## src/rtl/uart_rx_ctrl_pkg.sv

```systemverilog
// Shared types for the UART receive sample controller: FSM state encoding,
// completed-frame status record and the data-bits clamp helper.
package uart_rx_ctrl_pkg;

  typedef enum logic [2:0] {
    ST_IDLE,
    ST_START,
    ST_DATA,
    ST_PARITY,
    ST_STOP
  } rx_state_e;

  // Wide enough for any data_bits value the 4-bit config field can express.
  localparam int STATUS_DATA_W = 15;

  typedef struct packed {
    logic [STATUS_DATA_W-1:0] data;
    logic                     parity_err;
    logic                     framing_err;
    logic                     break_det;
  } frame_status_t;

  function automatic logic [3:0] clamp_data_bits(input logic [3:0] req,
                                                 input logic [3:0] max_bits);
    if (req < 4'd5)
      return 4'd5;
    else if (req > max_bits)
      return max_bits;
    else
      return req;
  endfunction

endpackage

```

## src/rtl/uart_baud_tick_gen.sv

```systemverilog
// Oversample tick generator: down-counter that pulses every max(baud_div,1)
// clocks and is held in reload while restart is high.
module uart_baud_tick_gen #(
  parameter int DIV_WIDTH = 16
) (
  input  logic                 clk,
  input  logic                 rst,
  input  logic                 restart,
  input  logic [DIV_WIDTH-1:0] baud_div,
  output logic                 tick
);

  logic [DIV_WIDTH-1:0] cnt_q;
  logic [DIV_WIDTH-1:0] cnt_d;
  logic [DIV_WIDTH-1:0] reload;

  always_comb begin
    reload = (baud_div == '0) ? '0 : baud_div - DIV_WIDTH'(1);
    tick   = 1'b0;
    cnt_d  = cnt_q;
    if (restart) begin
      cnt_d = reload;
    end else if (cnt_q == '0) begin
      tick  = 1'b1;
      cnt_d = reload;
    end else begin
      cnt_d = cnt_q - DIV_WIDTH'(1);
    end
  end

  always_ff @(posedge clk) begin
    if (rst)
      cnt_q <= '0;
    else
      cnt_q <= cnt_d;
  end

endmodule

```

## src/rtl/uart_rx_sample_ctrl.sv

```systemverilog
// UART receive controller: synchronizes rx, detects start edges, samples each
// bit at its center and emits a one-cycle strobe with the assembled frame.
module uart_rx_sample_ctrl
  import uart_rx_ctrl_pkg::*;
#(
  parameter int OVERSAMPLE    = 16,
  parameter int MAX_DATA_BITS = 8,
  parameter int DIV_WIDTH     = 16
) (
  input  logic                     clk,
  input  logic                     rst,
  input  logic                     enable,
  input  logic [DIV_WIDTH-1:0]     baud_div,
  input  logic [3:0]               data_bits,
  input  logic                     parity_en,
  input  logic                     parity_odd,
  input  logic                     two_stop,
  input  logic                     rx,
  output logic                     busy,
  output logic                     frame_valid,
  output logic [MAX_DATA_BITS-1:0] frame_data,
  output logic                     parity_err,
  output logic                     framing_err,
  output logic                     break_det
);

  localparam int                SCNT_W  = $clog2(OVERSAMPLE);
  localparam logic [SCNT_W-1:0] HALF_M1 = SCNT_W'(OVERSAMPLE / 2 - 1);
  localparam logic [SCNT_W-1:0] OS_M1   = SCNT_W'(OVERSAMPLE - 1);
  localparam logic [3:0]        MAX_DB  = 4'(MAX_DATA_BITS);

  logic                     rx_meta_q, rx_meta_d;
  logic                     rx_s_q, rx_s_d;
  logic                     rx_prev_q, rx_prev_d;
  rx_state_e                state_q, state_d;
  logic [SCNT_W-1:0]        scnt_q, scnt_d;
  logic [3:0]               bit_cnt_q, bit_cnt_d;
  logic                     stop_cnt_q, stop_cnt_d;
  logic [3:0]               db_q, db_d;
  logic                     par_en_q, par_en_d;
  logic                     par_odd_q, par_odd_d;
  logic                     two_stop_q, two_stop_d;
  logic [MAX_DATA_BITS-1:0] shift_q, shift_d;
  logic                     par_acc_q, par_acc_d;
  logic                     par_bit_q, par_bit_d;
  logic                     stop0_q, stop0_d;
  logic                     fe_acc_q, fe_acc_d;
  logic                     frame_valid_q, frame_valid_d;
  frame_status_t            status_q, status_d;

  logic tick;
  logic fall;
  logic center;
  logic fe_next;
  logic first_stop;

  uart_baud_tick_gen #(
    .DIV_WIDTH (DIV_WIDTH)
  ) u_tick (
    .clk      (clk),
    .rst      (rst),
    .restart  (state_q == ST_IDLE),
    .baud_div (baud_div),
    .tick     (tick)
  );

  always_comb begin
    rx_meta_d     = rx;
    rx_s_d        = rx_meta_q;
    rx_prev_d     = rx_s_q;
    fall          = rx_prev_q & ~rx_s_q;
    center        = tick && (scnt_q == OS_M1);
    fe_next       = fe_acc_q | ~rx_s_q;
    first_stop    = stop_cnt_q ? stop0_q : rx_s_q;

    state_d       = state_q;
    scnt_d        = scnt_q;
    bit_cnt_d     = bit_cnt_q;
    stop_cnt_d    = stop_cnt_q;
    db_d          = db_q;
    par_en_d      = par_en_q;
    par_odd_d     = par_odd_q;
    two_stop_d    = two_stop_q;
    shift_d       = shift_q;
    par_acc_d     = par_acc_q;
    par_bit_d     = par_bit_q;
    stop0_d       = stop0_q;
    fe_acc_d      = fe_acc_q;
    frame_valid_d = 1'b0;
    status_d      = status_q;

    // Bit-period counter shared by DATA/PARITY/STOP; START uses the half period.
    if (state_q != ST_IDLE && state_q != ST_START && tick)
      scnt_d = center ? '0 : scnt_q + SCNT_W'(1);

    case (state_q)
      ST_IDLE: begin
        scnt_d = '0;
        if (enable && fall) begin
          db_d       = clamp_data_bits(data_bits, MAX_DB);
          par_en_d   = parity_en;
          par_odd_d  = parity_odd;
          two_stop_d = two_stop;
          shift_d    = '0;
          par_acc_d  = 1'b0;
          par_bit_d  = 1'b0;
          bit_cnt_d  = '0;
          stop_cnt_d = 1'b0;
          stop0_d    = 1'b1;
          fe_acc_d   = 1'b0;
          state_d    = ST_START;
        end
      end
      ST_START: begin
        if (tick) begin
          if (scnt_q == HALF_M1) begin
            scnt_d  = '0;
            state_d = rx_s_q ? ST_IDLE : ST_DATA;
          end else begin
            scnt_d = scnt_q + SCNT_W'(1);
          end
        end
      end
      ST_DATA: begin
        if (center) begin
          for (int i = 0; i < MAX_DATA_BITS; i++)
            if (bit_cnt_q == 4'(i)) shift_d[i] = rx_s_q;
          par_acc_d = par_acc_q ^ rx_s_q;
          bit_cnt_d = bit_cnt_q + 4'd1;
          if (bit_cnt_q == db_q - 4'd1)
            state_d = par_en_q ? ST_PARITY : ST_STOP;
        end
      end
      ST_PARITY: begin
        if (center) begin
          par_bit_d = rx_s_q;
          state_d   = ST_STOP;
        end
      end
      ST_STOP: begin
        if (center) begin
          if (two_stop_q && !stop_cnt_q) begin
            stop0_d    = rx_s_q;
            fe_acc_d   = fe_next;
            stop_cnt_d = 1'b1;
          end else begin
            frame_valid_d        = 1'b1;
            status_d.data        = STATUS_DATA_W'(shift_q);
            status_d.parity_err  = par_en_q & ((par_acc_q ^ par_bit_q) != par_odd_q);
            status_d.framing_err = fe_next;
            status_d.break_det   = (shift_q == '0) & ~(par_en_q & par_bit_q) & ~first_stop;
            state_d              = ST_IDLE;
          end
        end
      end
      default: state_d = ST_IDLE;
    endcase

    // Disabling aborts the frame silently, even on the final stop sample.
    if (!enable) begin
      state_d       = ST_IDLE;
      frame_valid_d = 1'b0;
      status_d      = status_q;
    end
  end

  always_ff @(posedge clk) begin
    if (rst) begin
      rx_meta_q     <= 1'b1;
      rx_s_q        <= 1'b1;
      rx_prev_q     <= 1'b1;
      state_q       <= ST_IDLE;
      scnt_q        <= '0;
      bit_cnt_q     <= '0;
      stop_cnt_q    <= 1'b0;
      db_q          <= 4'd5;
      par_en_q      <= 1'b0;
      par_odd_q     <= 1'b0;
      two_stop_q    <= 1'b0;
      shift_q       <= '0;
      par_acc_q     <= 1'b0;
      par_bit_q     <= 1'b0;
      stop0_q       <= 1'b1;
      fe_acc_q      <= 1'b0;
      frame_valid_q <= 1'b0;
      status_q      <= '0;
    end else begin
      rx_meta_q     <= rx_meta_d;
      rx_s_q        <= rx_s_d;
      rx_prev_q     <= rx_prev_d;
      state_q       <= state_d;
      scnt_q        <= scnt_d;
      bit_cnt_q     <= bit_cnt_d;
      stop_cnt_q    <= stop_cnt_d;
      db_q          <= db_d;
      par_en_q      <= par_en_d;
      par_odd_q     <= par_odd_d;
      two_stop_q    <= two_stop_d;
      shift_q       <= shift_d;
      par_acc_q     <= par_acc_d;
      par_bit_q     <= par_bit_d;
      stop0_q       <= stop0_d;
      fe_acc_q      <= fe_acc_d;
      frame_valid_q <= frame_valid_d;
      status_q      <= status_d;
    end
  end

  if (MAX_DATA_BITS < STATUS_DATA_W) begin : g_pad
    logic unused_status_msbs;
    assign unused_status_msbs = |status_q.data[STATUS_DATA_W-1:MAX_DATA_BITS];
  end

  assign busy        = (state_q != ST_IDLE);
  assign frame_valid = frame_valid_q;
  assign frame_data  = status_q.data[MAX_DATA_BITS-1:0];
  assign parity_err  = status_q.parity_err;
  assign framing_err = status_q.framing_err;
  assign break_det   = status_q.break_det;

endmodule

```

## config.mk

```make
export PLATFORM = sky130hd
export DESIGN_NAME = uart_rx_sample_ctrl
export DESIGN_NICKNAME = d
export VERILOG_FILES = /design/src/rtl/uart_rx_ctrl_pkg.sv /design/src/rtl/uart_baud_tick_gen.sv /design/src/rtl/uart_rx_sample_ctrl.sv
export SDC_FILE = /design/constraint.sdc
export NUM_CORES = 1
export LEC_CHECK = 0
export BUFFER_PORTS_ARGS = -buffer_cell sky130_fd_sc_hd__buf_2
export CORE_ASPECT_RATIO = 0.75
export CORE_UTILIZATION = 30
export DETAILED_ROUTE_END_ITERATION = 6
export PLACE_DENSITY = 0.47
export SLEW_MARGIN = 20
export SYNTH_ARGS = -nofsm -noshare
export SYNTH_HDL_FRONTEND = slang
export SYNTH_SLANG_ARGS = --single-unit
```

## constraint.sdc

```tcl
create_clock -name clk -period 2.1 [get_ports clk]
set_input_delay 0.42 -clock clk [delete_from_list [all_inputs] [get_ports clk]]
set_output_delay 0.42 -clock clk [all_outputs]
set_load 0.03 [all_outputs]
```

# After elaboration in Yosys (flattened, before gate mapping)
# Index checks and enable logic that the tools add are counted.
# totals
reg_bits	62
in_bits	27
# op_classes
add_sub_neg	5
order_cmp	2
n_eq_ne	33
mux	54
bitwise	15
reduce_logical	31
# op_table
operator	n
$mux 16	3
$reduce_and 4->1	10
$ne 2x2->1 const B	17
$logic_not 16->1	2
$mux 4	8
$sub 16x1->16 const B	2
$mux 3	9
$mux 1	22
$eq 4x3->1 const B	5
$mux 8	2
$pmux 4 s2	2
$pmux 8 s2	1
$pmux 3 s5	1
$pmux 1 s2	5
$add 4x1->4 const B	2
$eq 4x2->1 const B	2
$logic_not 8->1	1
$reduce_and 8->1	1
$not 1->1	7
$eq 3x2->1 const B	2
$reduce_and 3->1	2
$reduce_bool 2->1	3
$and 1x1->1	5
$logic_and 1x1->1	5
20 further kinds	21

# Logic depth before layout (Yosys ltp)
# Gate-level depths: netlist (run 1).
# logic_depth
depth_word	8
mapped_depth	9
ltp_nobuf	7

# Hierarchy
# Synthesis (run 1) repeated with hierarchy kept, for this count alone.
# hier_totals
hier_cells	404
hier_area_um2	3515.9
# modules_own_cells
mod	instances	cells_per_inst	area_per_inst_um2	seq_area_each_um2
uart_rx_sample_ctrl	1	256	2274.7	920.9
uart_baud_tick_gen	1	148	1241.2	320.3

# Least setup slack after synthesis (run 1)
# Ideal clock, no wire load.
# synth_path
path_kind	register to register
start	reg u_tick.cnt_q[0]
end	reg u_tick.cnt_q[8]
setup_ns	0.086
arrival_ns	1.822
required_time_ns	2.014
path_slack_ns	0.192
stages_incl_launch_ff	8
period_less_slack_ns	1.908
path_cell_list	dfxtp_1 inv_1 ha_1 nor3b_1 nand2_1 or3_2 xor2_1 a211oi_1
# synth_between
elab_chain_cells	3
# synth_rtl
element	line	source
start, declared	uart_baud_tick_gen.sv:13	logic [DIV_WIDTH-1:0] cnt_q;
start signal, assigned	uart_baud_tick_gen.sv:35	cnt_q <= cnt_d;
$sub 16x1->16 / $logic_not 16->1 (equally long branches)	uart_baud_tick_gen.sv:27, uart_baud_tick_gen.sv:23	
$mux 16 (*)	uart_baud_tick_gen.sv:23	end else if (cnt_q == '0) begin
$mux 16 (*)	uart_baud_tick_gen.sv:21	if (restart) begin
# Mark *: on every way between the ends. The rest lies on a longest branch, timed or not.
# A chain may end at the register's enable or synchronous reset.

# Worst setup path in the final report (run 1)
# layout_path
start	reg u_tick.cnt_q[7]
end	reg bit_cnt_q[3]
# layout_between
elab_chain_cells	6
# layout_rtl
element	line	source
$logic_not 16->1	uart_baud_tick_gen.sv:23	
$mux 1	uart_baud_tick_gen.sv:23	
$mux 1	uart_baud_tick_gen.sv:21	
$logic_and 1x1->1	uart_rx_sample_ctrl.sv:72	center = tick && (scnt_q == OS_M1);
$ne 2x2->1 (no line)	n/a	
$reduce_and 3->1 (no line)	n/a	
end signal, assigned	uart_rx_sample_ctrl.sv:193	bit_cnt_q <= bit_cnt_d;
end, declared	uart_rx_sample_ctrl.sv:37	logic [3:0] bit_cnt_q, bit_cnt_d;
# Every way passes these cells.

==> results of run 1 <==
## state kept, by name, summed over array words and instances (netlist names)
| register | count |
|---|---|
| rx_prev_q | 1 |
| par_odd_q | 1 |
| frame_valid | 1 |
| frame_data | 8 |
| two_stop_q | 1 |
| stop0_q | 1 |
| stop_cnt_q | 1 |
| par_en_q | 1 |
| rx_meta_q | 1 |
| scnt_q | 4 |
| state_q | 3 |
| db_q | 4 |
| shift_q | 8 |
| framing_err | 1 |
| par_bit_q | 1 |
| rx_prev_d | 1 |
| break_det | 1 |
| bit_cnt_q | 4 |
| parity_err | 1 |
| u_tick.cnt_q | 16 |
| par_acc_q | 1 |
| fe_acc_q | 1 |
## cell usage after synthesis (2+ instances only)
library cell	instances
a211oi_1	5
nand4_1	8
nor4_4	2
clkbuf_1	10
o211ai_1	2
nor3b_1	4
nor3_1	18
and2_0	2
nor4b_1	2
buf_4	2
nor2_1	31
ha_1	9
buf_2	4
nand4b_1	3
inv_1	11
nand2b_1	6
nand3b_1	7
or3_1	4
mux2i_1	14
o31a_2	2
and4_2	2
nand2_1	63
and3_1	2
o31a_1	3
or2_2	3
xor2_1	11
o21ai_0	6
and3b_1	2
a31oi_1	3
nor4_1	8
dfxtp_1	62
nor2b_1	5
nand3_1	27
xnor2_1	18
a21oi_1	33
## worst max-delay path: stages (launching register included)
cell and delay, ns:
dfxtp_1 0.35, nor4_4 0.48, and4_2 0.40, nand3_1 0.18
or3_1 0.35, a21oi_1 0.14
## power by group
group | switching, mW | total, mW | internal, mW
logic | 0.154 | 0.283 | 0.130
clock network | 0.572 | 1.37 | 0.800
registers | 0.0353 | 1.24 | 1.20
## cell families (layout without fill, tap and decap cells)
group	Yosys count	after routing	share of synthesized area [%]
xor+xnor	30	30	8.12
fa+ha+maj	9	9	3.31
buf+inv	28	94	3.45
mux	15	15	4.44
simple gates	206	206	31.9
flops	62	62	36.4
compound gates	67	67	12.4
## worst paths after layout
| path | start | end | slack, ns | cells past startpoint |
|---|---|---|---|---|
| worst max register to register | u_tick.cnt_q[7] | bit_cnt_q[3] | 0.13 | 5 |
| worst min register to register | rx_meta_q | rx_prev_d | 0.41 | 1 |
| worst min-delay path | rx | rx_meta_q | 0.26 | 2 |
| worst max-delay path | u_tick.cnt_q[7] | bit_cnt_q[3] | 0.13 | 5 |
## through the flow
stage	power, mW	std cells
floorplan	1.43	417
global placement	1.54	607
detailed placement	1.54	607
CTS	2.93	623
global route	3.00	623
finish	2.89	623
## metal layers
| layer | up-vias | track usage, % |
|---|---|---|
| li1 | 1601 | - |
| met1 | 1372 | 23.4 |
| met2 | 46 | 21.4 |
| met3 | 8 | 4.38 |
| met4 | 0 | 6.10 |
| met5 | - | 0 |
## layout make-up
type,instances,share of cell area [%]
multi-input combinational,327,49.1
tap,140,4.17
timing repair buffer,67,9.65
clock inverter,7,1.19
inverter,11,0.983
sequential,62,29.6
clock buffer,9,5.36
## cell usage in the layout (no fill, tap or decap), drive strengths merged, types with 6 or more instances in the layout
cell type	Yosys	routed
a21oi	33	33
buf	7	67
clkbuf	10	9
clkinv	0	6
dfxtp	62	62
ha	9	9
inv	11	12
mux2i	14	14
nand2	64	64
nand2b	6	6
nand3	28	28
nand3b	7	7
nand4	8	8
nor2	31	31
nor3	18	18
nor4	11	11
o21ai	7	7
xnor2	18	18
xor2	11	11
==> results_dict.tcl, run 1 <==
set metrics [dict create \
    status "completed" \
    clockBufferDepth 2 \
    pin_count 40 \
    async_flop_share_pct 0 \
    port_buffers 39 \
    p_leak_nw 1.68 \
    ir_worst_vdd_uv 388 \
    post-route-util_pct 38.2 \
    synth-seq-area-share_pct 36.4 \
    synth_edf_count 0 \
    cp-end-kind "flop" \
    cts.sinks 62 \
    dp_hpwl_um 6800 \
    vias 3027 \
    synth-seq-cells 62 \
    synth_largest_area_cell "dfxtp_1" \
    slew_violations 0 \
    synth_warnings 0 \
    finalWorstSetupSlack_ns 0.129 \
    routedLengthMet1_um 5090 \
    drc_errors 0 \
    met2_length_um 3330 \
    start_util_pct 31.0 \
    fillers 1159 \
    min_period_ns 1.97 \
    cts_setup_buffers 0 \
    gp_congestion 0.774 \
    multi_input_area_um2 2060 \
    timing.final.crit_share_pct 93.8 \
    setup_viol 0 \
    regArea_um2 1240 \
    syn_avg_cell_area_um2 8.17 \
    routed_wirelength_um 8840 \
    skew_ns 0.00721 \
    synthFlopType "dfxtp_1" \
    wire_per_inst_um 14.2 \
    dr.max_layer_used "met4" \
    yosysTopAreaCellShare_pct 36.4 \
    power_density_nw_per_um2 689 \
    grt_pass1_vias 2855 \
    area_growth_syn_to_layout_pct 23.3 \
    hold_class "in -> reg" \
    crit_fanout 7 \
    cts_made_buffers 9 \
    firstDrtPassIters 7 \
    arrival_ns 2.25 \
    crit_type "reg -> reg" \
    grt_max_degree 24 \
    insertion_delay_ns 0.34 \
    row_count 33 \
    synth.distinct_cells 58 \
    gr-total-overflow 0 \
    htree_levels 3 \
    syn_nets 453 \
    finalHoldViolations 0 \
    start_kind "flop" \
    cp.required_ns 2.37 \
    dr.first_iter.drc_count 169 \
    grt.total_usage_pct 15.9 \
    post_dp_cell_area_um2 3910 \
    fp.coreArea_um2 11000 \
    final_cell_area_um2 4200 \
    synth.area.top_cells "dfxtp_1 36%, nand2_1 6.9%, a21oi_1 4.8%" \
    wl_met3_um 344 \
    synthesis.area_um2 3410 \
    via_per_inst 4.86 \
    rsz0062_at_grt "no" \
    final_layout_size_suffix_gt1_share_pct 21.3 \
    worstMarginPinSlew_ns 0.558 \
    diodes 0 \
    maxSlewHeadroom_pct 62.7 \
    hold_ws_ns 0.263 \
    timing.setup.tns_ns 0 \
    dp_slack_ns 0.0251 \
    ctsResizeCount 0 \
    cts_hold_buffers 0 \
    clock-root-buffer "clkbuf_16" \
    detail-route-antenna-nets 0 \
    die_x_um 125 \
    die_h_um 94.3 \
    post_synth_inst_count 417 \
    grt_pass1_wl_um 14500 \
    max_cap_viol_count 0 \
    max_clock_freq_mhz 507 \
    clk_transition_reported_paths_ns 0.06 \
    antenna_found_initial 0 \
    fp.dieArea_um2 11800 \
    nNetsFinal 514 \
    cts_tree "done" \
]
Power figures use the tool's default switching activity.
==> run 2: changes to the inputs <==
CELL_PAD_IN_SITES_DETAIL_PLACEMENT = 0   (was unset)
CELL_PAD_IN_SITES_GLOBAL_PLACEMENT = 1   (was unset)
PLACE_DENSITY = 0.58   (was 0.47)
==> run 2 against run 1 <==
Net effect:
- non-clock buffer count grew 3
- sequential power about the same
- hold slack better by 0.011 ns
- fmax is 1.8% higher
- critical path depth shrank 1
- final cell count increased by 0.48%
- die area is the same
- power up 11%
- worst setup slack better by 0.035 ns
- combinational power increased by 8.1%
- routed wire length is 0.49% higher
- register-to-register slack better by 0.04 ns
- critical path type is now reg -> out
- critical endpoint is now busy
- highest routed layer unchanged
==> results_dict.tcl, run 2 (same netlist as run 1, synthesis figures left out) <==
set metrics [dict create \
    gr-total-overflow 0 \
    dr.first_iter.drc_count 168 \
    insertion_delay_ns 0.33 \
    row_count 33 \
    finalHoldViolations 0 \
    worstMarginPinSlew_ns 0.629 \
    cpLargestDelayFamily "buffers and inverters" \
    via_per_inst 4.95 \
    antenna_found_initial 0 \
    pin_count 40 \
    rsz0062_at_grt "no" \
    min_period_ns 1.94 \
    wire_per_inst_um 14.2 \
    cts_made_buffers 9 \
    cp-end-kind "output pin" \
    dp_hpwl_um 6830 \
    setup_viol 0 \
    clock-root-buffer "clkbuf_16" \
    fp.coreArea_um2 11000 \
    fillers 1123 \
    post_dp_cell_area_um2 3940 \
    cpPeakStageDelay_ns 0.41 \
    area_growth_syn_to_layout_pct 26.7 \
    die_x_um 125 \
    cp.required_ns 1.68 \
    die_h_um 94.3 \
    final_cell_area_um2 4320 \
    drc_errors 0 \
    port_buffers 39 \
    arrival_ns 1.52 \
    cts.sinks 62 \
    worstPathBufferInverterCount 3 \
    firstDrtPassIters 6 \
    power.switching_mw 0.715 \
    largest-register "u_tick.cnt_q" \
    grt.total_usage_pct 16.2 \
    crit_chain "nor3_2 > inv_1 > buf_4 > buf_2" \
    maxSlewHeadroom_pct 58.1 \
    clk_transition_reported_paths_ns 0.05 \
    skew_ns 0.00316 \
    power_density_nw_per_um2 746 \
    max_clock_freq_mhz 516 \
    dp_slack_ns 0.00929 \
    largest_reg_flops 16 \
    status "completed" \
    p_leak_nw 1.74 \
    max_cap_viol_count 0 \
    timing.setup.tns_ns 0 \
    crit_type "reg -> out" \
    intPower_mw 2.50 \
    post-route-util_pct 39.3 \
    grt_max_degree 31 \
    hold_ws_ns 0.274 \
    htree_levels 3 \
    vias 3096 \
    finalWorstSetupSlack_ns 0.164 \
    p_seq_share_pct 38.4 \
    clockBufferDepth 2 \
    comb_power_share_pct 9.5 \
    ir_worst_vdd_uv 455 \
    gp_congestion 0.780 \
    most-common-layout-cells "63 x nand2_1, 62 x dfxtp_1, 39 x buf_2" \
    pwr-share-clk_pct 52.1 \
    start_kind "flop" \
    grt_pass1_vias 2779 \
    slew_violations 0 \
    final_common_cell "nand2_1" \
    routed_wirelength_um 8890 \
    hold_class "in -> reg" \
    detail-route-antenna-nets 0 \
    nNetsFinal 517 \
    final_layout_size_suffix_gt1_share_pct 21.6 \
    diodes 0 \
    switching_share_pct 22.2 \
    timing.final.crit_share_pct 92.2 \
    grt_pass1_wl_um 14600 \
    cts_tree "done" \
    cp_slowest_cell "dfxtp_1" \
    fp.dieArea_um2 11800 \
    crit_fanout 10 \
    start_util_pct 31.0 \
]
[run 2: changes by cell type in the layout (fill, tap and decap cells not counted), moves of 2 or more]
cell	delta
clkbuf_1	+3
clkinv_2	-2
bufinv_16	+3
clkinv_4	-3
[run 2: worst reg2reg max path, stage by stage (launching register included)]
cell and delay [ns]:
dfxtp_1 0.38, inv_1 0.06, ha_1 0.30, xor2_1 0.14
a31oi_1 0.10, a211oi_1 0.36, nand3_2 0.19, o41ai_1 0.30
[run 2: timing repair]
action / CTS / global route
gates resized for setup: 2 / 5
buffers inserted: 0 / 1
hold buffers: 0 / 0
pin swaps: 0 / 1
hold endpoints to repair: 0 / 0
endpoints found under the setup margin: 4 / 28
[run 2: power by group through the flow]
stage,clock network [mW],logic (mW),registers [mW]
finish,1.68,0.306,1.24
global route,1.78,0.341,1.24
CTS,1.72,0.300,1.23
detailed placement,0,0.298,1.26
global placement,0,0.300,1.26
floorplan,0,0.177,1.25
[run 2: path summary, 6_finish.rpt]
kind,slack (ns),cells after the start,from,end
worst max register to register,0.17,7,db_q[0],state_q[1]
worst min-delay path,0.27,2,rx,rx_meta_q
worst min register to register,0.41,1,rx_meta_q,rx_prev_d
worst max-delay path,0.16,4,state_q[1],busy
[run 2: layout make-up]
type,count,area [µm²],area share [%]
Clock inverter,4,95.1,2.20
Tap cell,140,175,4.06
Inverter,11,41.3,0.957
Timing Repair Buffer,70,444,10.3
Multi-Input combinational cell,327,2080,48.2
Clock buffer,12,236,5.48
Sequential cell,62,1240,28.8
[run 2: layer usage]
| layer | share of wire [%] | vias to the layer above | GRT usage [%] | routed length, µm |
|---|---|---|---|---|
| met5 | 0 | - | 0 | 0 |
| li1 | - | 1609 | - | - |
| met1 | 57 | 1430 | 24.0 | 5030 |
| met3 | 4.1 | 10 | 4.56 | 364 |
| met4 | 1.1 | 0 | 4.88 | 99 |
| met2 | 38 | 47 | 22.0 | 3390 |
[run 2: per-stage QoR]
stage	power (mW)	instances
finish	3.22	626
global route	3.36	626
CTS	3.25	625
detailed placement	1.55	609
global placement	1.56	609
floorplan	1.43	417
